<file path="config.mk">
export PLATFORM = sky130hd
export DESIGN_NAME = mux_varredura_n
export DESIGN_NICKNAME = d
export VERILOG_FILES = /design/src/rtl/mux_varredura_n.sv
export SDC_FILE = /design/constraint.sdc
export NUM_CORES = 1
export LEC_CHECK = 0
export ABC_AREA = 1
export CORE_UTILIZATION = 33
export CTS_BUF_LIST = sky130_fd_sc_hd__clkbuf_8
export DETAILED_ROUTE_END_ITERATION = 6
export PLACE_DENSITY = 0.76
export SYNTH_ARGS = -nofsm -noshare
export SYNTH_HDL_FRONTEND = slang
export SYNTH_SLANG_ARGS = --single-unit
</file>
<file path="constraint.sdc">
create_clock -name clock -period 1.25 [get_ports clock]
set_input_delay 0.25 -clock clock [delete_from_list [all_inputs] [get_ports clock]]
set_output_delay 0.25 -clock clock [all_outputs]
set_load 0.01 [all_outputs]
</file>
<file path="src/rtl/mux_varredura_n.sv">
// rtl/mux_varredura_n.sv - registered N-to-1 mux with manual select and tick-driven scan
module mux_varredura_n #(
    parameter int  N  = 4,
    parameter int  W  = 4,
    localparam int SW = $clog2(N)
) (
    input  logic            clock,
    input  logic            reset,
    input  logic            zera,
    input  logic [N*W-1:0]  D,
    input  logic [SW-1:0]   SEL,
    input  logic            modo,
    input  logic            tick,
    output logic [W-1:0]    OUT,
    output logic [SW-1:0]   CANAL,
    output logic            VALIDO,
    output logic            ERRO_SEL,
    output logic            FIM
);

    typedef enum logic {
        REPOUSO = 1'b0,
        ATIVO   = 1'b1
    } estado_t;

    // One extra bit so N itself is representable when N is a power of two.
    localparam logic [SW:0]   LP_N    = (SW+1)'(N);
    localparam logic [SW-1:0] LP_LAST = SW'(N - 1);

    estado_t        r_estado;
    logic [SW-1:0]  r_ptr;
    logic [W-1:0]   r_out;
    logic           r_erro;
    logic           r_fim;

    logic           w_sel_legal;
    logic [SW-1:0]  w_ptr_next;
    logic [W-1:0]   w_data;

    // Next channel: SEL in manual mode (if in range), wrapping increment on tick in scan mode.
    always_comb begin
        w_sel_legal = ({1'b0, SEL} < LP_N);
        w_ptr_next  = r_ptr;
        if (modo) begin
            if (tick) begin
                w_ptr_next = (r_ptr == LP_LAST) ? '0 : r_ptr + SW'(1);
            end
        end else if (w_sel_legal) begin
            w_ptr_next = SEL;
        end
    end

    // Channel mux by comparison loop, so an illegal index can never address outside D.
    always_comb begin
        w_data = '0;
        for (int k = 0; k < N; k++) begin
            if (w_ptr_next == SW'(k)) begin
                w_data = D[k*W +: W];
            end
        end
    end

    // State, pointer and output registers; reset beats zera beats the mode logic.
    always_ff @(posedge clock or negedge reset) begin
        if (!reset) begin
            r_estado <= REPOUSO;
            r_ptr    <= '0;
            r_out    <= '0;
            r_erro   <= 1'b0;
            r_fim    <= 1'b0;
        end else if (zera) begin
            r_estado <= REPOUSO;
            r_ptr    <= '0;
            r_out    <= '0;
            r_erro   <= 1'b0;
            r_fim    <= 1'b0;
        end else if (!modo && !w_sel_legal) begin
            // Illegal manual select: pointer and data hold, only the flag moves.
            r_erro   <= 1'b1;
            r_fim    <= 1'b0;
        end else begin
            r_estado <= ATIVO;
            r_ptr    <= w_ptr_next;
            r_out    <= w_data;
            r_erro   <= 1'b0;
            r_fim    <= modo & tick & (r_ptr == LP_LAST);
        end
    end

    assign OUT      = r_out;
    assign CANAL    = r_ptr;
    assign ERRO_SEL = r_erro;
    assign FIM      = r_fim;
    // Decoded from flops only: valid once a legal channel was loaded and the last sample was legal.
    assign VALIDO   = (r_estado == ATIVO) && !r_erro;

endmodule
</file>
# After elaboration in Yosys (flattened, before gate mapping)
# Cells that the tools add are included.
[word_totals]
reg_bits = 8
elab_cells = 23
[op_classes]
addsub = 1
n_eq_ne = 4
n_mux = 11
n_bitwise = 2
n_reduce_logical = 1
[ops]
columns = ["op", "n"]
rows = [
  ["$mux W4", 5],
  ["$mux W2", 4],
  ["$eq A2 B2 Y1 const B", 3],
  ["$add A2 B1 Y2 const B", 1],
  ["$and A1 B1 Y1", 2],
  ["$eq A2 B1 Y1 const B", 1],
  ["$logic_not A2 Y1", 1],
  ["$mux W1", 2],
]

# Depth between registers and ports, before layout
# Gate-level depths: netlist of run 1.
[depth]
depth_word = 10
mapped_depth = 9
ltp_nobuf = 9

# Worst setup path before layout of run 1
# Ideal clock, no wire load.
[synth_path]
path_type = "register -> register"
start = "register r_ptr[0] (netlist: CANAL[0])"
end = "register r_out[0] (netlist: OUT[0])"
setup_time_ns = 0.123
t_arrival_ns = 1.278
slack_ns = -0.151
path_stages_with_launch = 9
path_cell_list = "dfrtp_1 > ha_1 > nand2_1 > nand3_1 > nand2_1 > nor2_2 > nand2_1 > nand2_1 > a21oi_1"
[synth_via]
elab_chain_len = 10
word_cells_on_any_way = 14
cone_classes = "add/sub: 1; eq/ne: 4; mux: 8; reduce/logical: 1"
[synth_rtl]
columns = ["element", "line", "text"]
rows = [
  ["from (decl)", "31", "logic [SW-1:0] r_ptr;"],
  ["from (signal assigned)", "83", "r_ptr <= w_ptr_next;"],
  ["$add A2 B1 Y2 or $eq A2 B2 Y1 (tied branches)", "46", "w_ptr_next = (r_ptr == LP_LAST) ? '0 : r_ptr + SW'(1);"],
  ["$mux W2", "46", ""],
  ["$mux W2 *", "45", "if (tick) begin"],
  ["$mux W2 *", "44", "if (modo) begin"],
  ["$logic_not A2 Y1", "57", "if (w_ptr_next == SW'(k)) begin"],
  ["$mux W4 (3 in series)", "57", ""],
  ["$mux W4 *", "57", ""],
  ["$mux W4 *", "71", "end else if (zera) begin"],
  ["to (signal assigned)", "84", "r_out <= w_data;"],
  ["to (decl)", "32", "logic [W-1:0] r_out;"],
]
# Mark *: on every way between the ends. The rest lies on a longest branch, timed or not.

# Final worst setup path of run 1
# Same ends and word-level chain as after synthesis.

==> flow_summary.toml, run 1 <==
[status]
status = "complete, but fails checks"
failed_checks = "negative setup slack"

[power]
combinationalPowerShare = 0.358
power.switching_mw = 0.291
total_power_mw = 0.951
power.density_nw_per_um2 = 928
p_leak_nw = 0.518
peakVddDrop_mv = 0.484
internal_power_mw = 0.660
seqPwrFrac = 0.307
clkPwrFrac = 0.335
switching_share = 0.306

[timing]
clock.fmax_mhz = 697
rsz0062_at_grt = "yes"
setup_ws_ps = -186
final.setup_skew_ps = 4.34
setup_tns_ps = -672
fin_hold_ws_ps = 296
finalSetupViolCount = 4
slew_violations = 0
period_minus_slack_ps = 1440
period_share = 1.15
final_hold_viol_count = 0

[clocking]
cts_buffers = 3
root_buffer = "clkbuf_8"
cts_tree = "built"
htreeDepth = 1
path_clk_slew_ps = 40
clk_path_buf_depth = 2
insertion_delay_ps = 230
cts_sinks = 8

[logic_synthesis]
synth_largest_area_cell = "dfrtp_1"
syn_inst = 74
ys_top_cells_by_count = "nand2_1 (22), inv_1 (10), dfrtp_1 (8), o21ai_0 (8), nand3_1 (6)"
syn_nets = 98
synth-warning-count = 0
async_flop_share = 1.00
yosysTopAreaCellShare = 0.389
ys_top_cells_by_area = "dfrtp_1 (39%), nand2_1 (16%), o21ai_0 (7.8%)"
ys_ff_latch = 8
synth_edf_count = 0
synth_area_per_cell_um2 = 6.95
synth.distinct_cells = 16
ys.flop_type = "dfrtp_1"
seq_area_frac_synth = 0.389
synth_most_common_cell = "nand2_1"
syn_area_um2 = 514

[routing]
drt_drc_violations_left = 0
routed_wl_mm = 1.65
wl_per_cell_um = 12.8
drt_first_iter_violations = 6
dr.pass1.iters = 4
detail-route-antenna-nets = 0
num_vias = 612
vias_per_cell = 4.74

[global_route]
antenna_found_initial = 0
grt_pass1_vias = 588
grt_pass1_wl_mm = 2.46
grt_max_degree = 9
grt_use_total = 0.188
grt_overflow = 0

[flow_run]
maxCapViolCount = 0

[floorplan]
die_y_um = 41.5
ios = 32
core_area_um2 = 1370
die_w_um = 41.5
start_util = 0.376
dieArea_um2 = 1720
row_count = 13

[setup_path]
worst-r2r-setup-slack_ps = -190
cp-start-kind = "flop"
cp.arrival_ps = 1550
crit_path_end_kind = "flop"
worstPathMaxFanout = 8
path_class = "reg -> reg"
worst_ep_required_time_ps = 1370

[final_layout]
multiInputGateArea_um2 = 375
final_cells = 129
syn2layout_area_growth_pct = 99.3
fillCellCount = 97
regArea_um2 = 200
drive_gt1_frac = 0.377
nets = 140
num_antenna_cells = 0
final_area_um2 = 1020

[hold_path]
hp-class = "in -> async"

[placement]
placed_cell_area_um2 = 883
port_buffers = 30
gp_congestion = 0.747
dp_hpwl_mm = 1.07
placedCellCount = 125
## area by class of cell
type / instances / area share
Clock buffer: 3 / 0.0403
Inverter: 11 / 0.0403
Multi-Input combinational cell: 54 / 0.366
Sequential cell: 8 / 0.195
Tap cell: 15 / 0.0183
Timing Repair Buffer: 38 / 0.339
## sequential cells by signal, summed over array words and instances, names as in the netlist
name and cells:
OUT 4, FIM 1, CANAL 2, r_estado 1
## layout by cell type (no fill, tap or decap), drive strengths merged
cell           instances
clkdlybuf4s50         20
nand3                  6
dfrtp                  8
dlygate4sd2            7
o21bai                 1
nand2                 25
nor3                   1
nor2                   6
or2                    1
dlymetal6s2s           1
clkbuf                 5
o21ai                  8
buf                    8
conb                   1
a21oi                  4
ha                     1
inv                   11
## cell families after synthesis
kind of cell	count (synthesis)	share of synthesized area
compound gates	13	0.153
other cells	1	0.00729
fa+ha+maj	1	0.0243
buf+inv	12	0.0949
flops	8	0.389
simple gates	39	0.331
## through the flow
stage | util | setup WS [ps]
floorplan | - | -115
global placement | 0.647 | -368
detailed placement | 0.647 | -419
CTS | 0.676 | -187
global route | 0.750 | -250
finish | 0.750 | -186
## timing repair
item / CTS / global route
resized for setup: 13 / 29
buffers inserted: 0 / 1
pin swaps: 10 / 18
hold endpoints to repair: 0 / 0
hold buffers: 0 / 0
endpoints found under the setup margin: 13 / 6
## worst max-delay path, stage by stage, from the launching register on
cell	delay, ps
dfrtp_1	420
ha_4	300
inv_2	30
nand2_2	50
nand3_2	70
nand2_4	110
nand2_4	110
o21ai_1	190
a21oi_2	40
## path summary, 6_finish.rpt
| check | startpoint | endpoint | depth (start not counted) |
|---|---|---|---|
| max | CANAL[0] | OUT[0] | 8 |
| min | reset | OUT[2] | 1 |
| max reg2reg | CANAL[0] | OUT[0] | 8 |
| min reg2reg | CANAL[1] | FIM | 4 |
| max in group asynchronous | reset | CANAL[0] | 1 |
| min in group clock | tick | FIM | 4 |
## power by group through the flow
stage | clock [mW] | sequential (mW) | combinational [mW]
4_1_cts | 0.316 | 0.288 | 0.280
3_3_place_gp | 0 | 0.291 | 0.280
6_report | 0.319 | 0.292 | 0.341
5_1_grt | 0.340 | 0.294 | 0.371
3_5_place_dp | 0 | 0.293 | 0.287
2_1_floorplan | 0 | 0.305 | 0.113
## per-layer routing
layer | vias up | part of all wire | routed length [um] | GRT usage
met5 | - | 0 | 0 | 0
met4 | 0 | 0.022 | 37 | 0.116
met3 | 6 | 0.065 | 108 | 0.0522
met2 | 26 | 0.50 | 821 | 0.316
met1 | 269 | 0.41 | 683 | 0.208
li1 | 311 | - | - | -
Note: power is estimated with default switching activity, not from simulation.
==> run 2: changes to the inputs <==
--- a/config.mk
+++ b/config.mk
@@ -6,10 +6,12 @@
 export NUM_CORES = 1
 export LEC_CHECK = 0
 export ABC_AREA = 1
-export CORE_UTILIZATION = 33
+export CELL_PAD_IN_SITES_DETAIL_PLACEMENT = 1
+export CELL_PAD_IN_SITES_GLOBAL_PLACEMENT = 1
+export CORE_UTILIZATION = 22
 export CTS_BUF_LIST = sky130_fd_sc_hd__clkbuf_8
 export DETAILED_ROUTE_END_ITERATION = 6
-export PLACE_DENSITY = 0.76
+export PLACE_DENSITY_LB_ADDON = 0.1
 export SYNTH_ARGS = -nofsm -noshare
 export SYNTH_HDL_FRONTEND = slang
 export SYNTH_SLANG_ARGS = --single-unit
==> flow_summary.toml, run 2 (synthesized netlist as in run 1, its figures left out) <==
[setup_path]
slowest_stage = "dfrtp_1"
crit_path_end_kind = "flop"
path_cells = "ha_4, nand2_4, nand2_4, o21bai_4, buf_6, nand3_2, nand2_1, nand2_1, a21oi_1"
cp-start-kind = "flop"
worst_ep_required_time_ps = 1390
cp.arrival_ps = 1590
worstPathMaxFanout = 5
slowest_delay_ps = 410
path_class = "reg -> reg"

[floorplan]
core_area_um2 = 2210
start_util = 0.232
die_w_um = 50.3
ios = 32
dieArea_um2 = 2530
die_y_um = 50.3
row_count = 17

[global_route]
grt_overflow = 0
grt_pass1_vias = 598
grt_max_degree = 9
grt_use_total = 0.133
antenna_found_initial = 0
grt_pass1_wl_mm = 2.53

[final_layout]
nets = 143
fin_util = 0.511
final_common_cell = "clkdlybuf4s50_1"
largest_reg_flops = 4
final_cell_mix = "clkdlybuf4s50_1 (20), nand2_1 (13), dfrtp_1 (8), inv_1 (8), dlygate4sd2_1 (8)"
drive_gt1_frac = 0.462
final_cells = 145
syn2layout_area_growth_pct = 120
num_antenna_cells = 0

[clocking]
root_buffer = "clkbuf_8"
clk_path_buf_depth = 2
htreeDepth = 1
path_clk_slew_ps = 40
cts_buffers = 3
cts_sinks = 8
cts_tree = "built"
insertion_delay_ps = 220

[placement]
port_buffers = 30
dp_hpwl_mm = 1.20
gp_congestion = 0.782
placedCellCount = 139

[routing]
drt_drc_violations_left = 0
wl_per_cell_um = 11.4
vias_per_cell = 4.26
routed_wl_mm = 1.65
detail-route-antenna-nets = 0
num_vias = 618
dr.pass1.iters = 4
drt_first_iter_violations = 3

[flow_run]
maxCapViolCount = 0

[power]
peakVddDrop_mv = 0.419
p_leak_nw = 0.534
power.density_nw_per_um2 = 863
total_power_mw = 0.975

[timing]
rsz0062_at_grt = "yes"
period_minus_slack_ps = 1450
clock.fmax_mhz = 689
slew_violations = 0
period_share = 1.16
setup_ws_ps = -201
final.setup_skew_ps = 1.71
fin_hold_ws_ps = 295
finalSetupViolCount = 5
final_hold_viol_count = 0

[status]
failed_checks = "negative setup slack"
status = "complete, but fails checks"

[hold_path]
hp-class = "in -> async"
-- run 2: cell count changes in the layout (fill, tap and decap cells not counted), moves of 2 or more --
cell     previous run  this run
nand3_2             3         6
nor2_1              2         0
nand3_1             3         0
buf_6               1         5
nand2_1            15        13
o21ai_1             4         2
o21ai_2             4         6
nor2_4              1         3
-- run 2: final cells by class --
cell class	count	area [um^2]
inverter	11	41.3
sequential	8	200
tap	28	35.0
timing repair buffer	41	384
fill	283	1080
clock buffer	3	41.3
multi-input combinational	54	428
-- run 2: metrics by stage --
step | setup TNS [ps] | setup WS, ps | cell area (um^2)
3_5_place_dp | -2280 | -442 | 907
4_1_cts | -756 | -175 | 1010
5_1_grt | -1040 | -256 | 1130
3_3_place_gp | -2140 | -426 | 907
6_report | -706 | -201 | 1130
2_1_floorplan | -459 | -115 | 519
-- run 2: path summary, 6_finish.rpt --
check                      startpoint  endpoint  slack (ps)  cells after the start
min in group clock               tick       FIM         630                      4
setup / recovery             CANAL[0]    OUT[0]        -200                      9
hold / removal                  reset  CANAL[1]         300                      1
max in group asynchronous       reset  r_estado         710                      1
setup reg to reg             CANAL[0]    OUT[0]        -200                      9
hold reg to reg              CANAL[1]       FIM         820                      4
-- run 2: metal layers --
metal,global-route usage,vias up,wire [um]
met3,0.0182,0,60
met1,0.154,282,682
met2,0.240,21,906
li1,-,315,-
met4,0.0556,0,0
met5,0,-,0
-- run 2: worst max-delay path, delay by kind of cell (launching register included) --
family,cells,cell delay (ps)
buffers and inverters,1,150
flip-flops,1,410
AND/OR/NAND/NOR,5,340
adder cells (fa/ha/maj),1,190
AO/OA/AOI/OAI,2,280
-- run 2: where the power goes --
| group | internal [mW] | switching, mW |
|---|---|---|
| Combinational | 0.198 | 0.193 |
| Clock | 0.207 | 0.0863 |
| Sequential | 0.281 | 0.00881 |
-- run 2: repair_timing --
action / in CTS / in global routing
setup buffers: 2 / 4
pin swaps: 12 / 15
hold buffers: 0 / 0
endpoints found under the setup margin: 14 / 7
gates resized for setup: 31 / 29
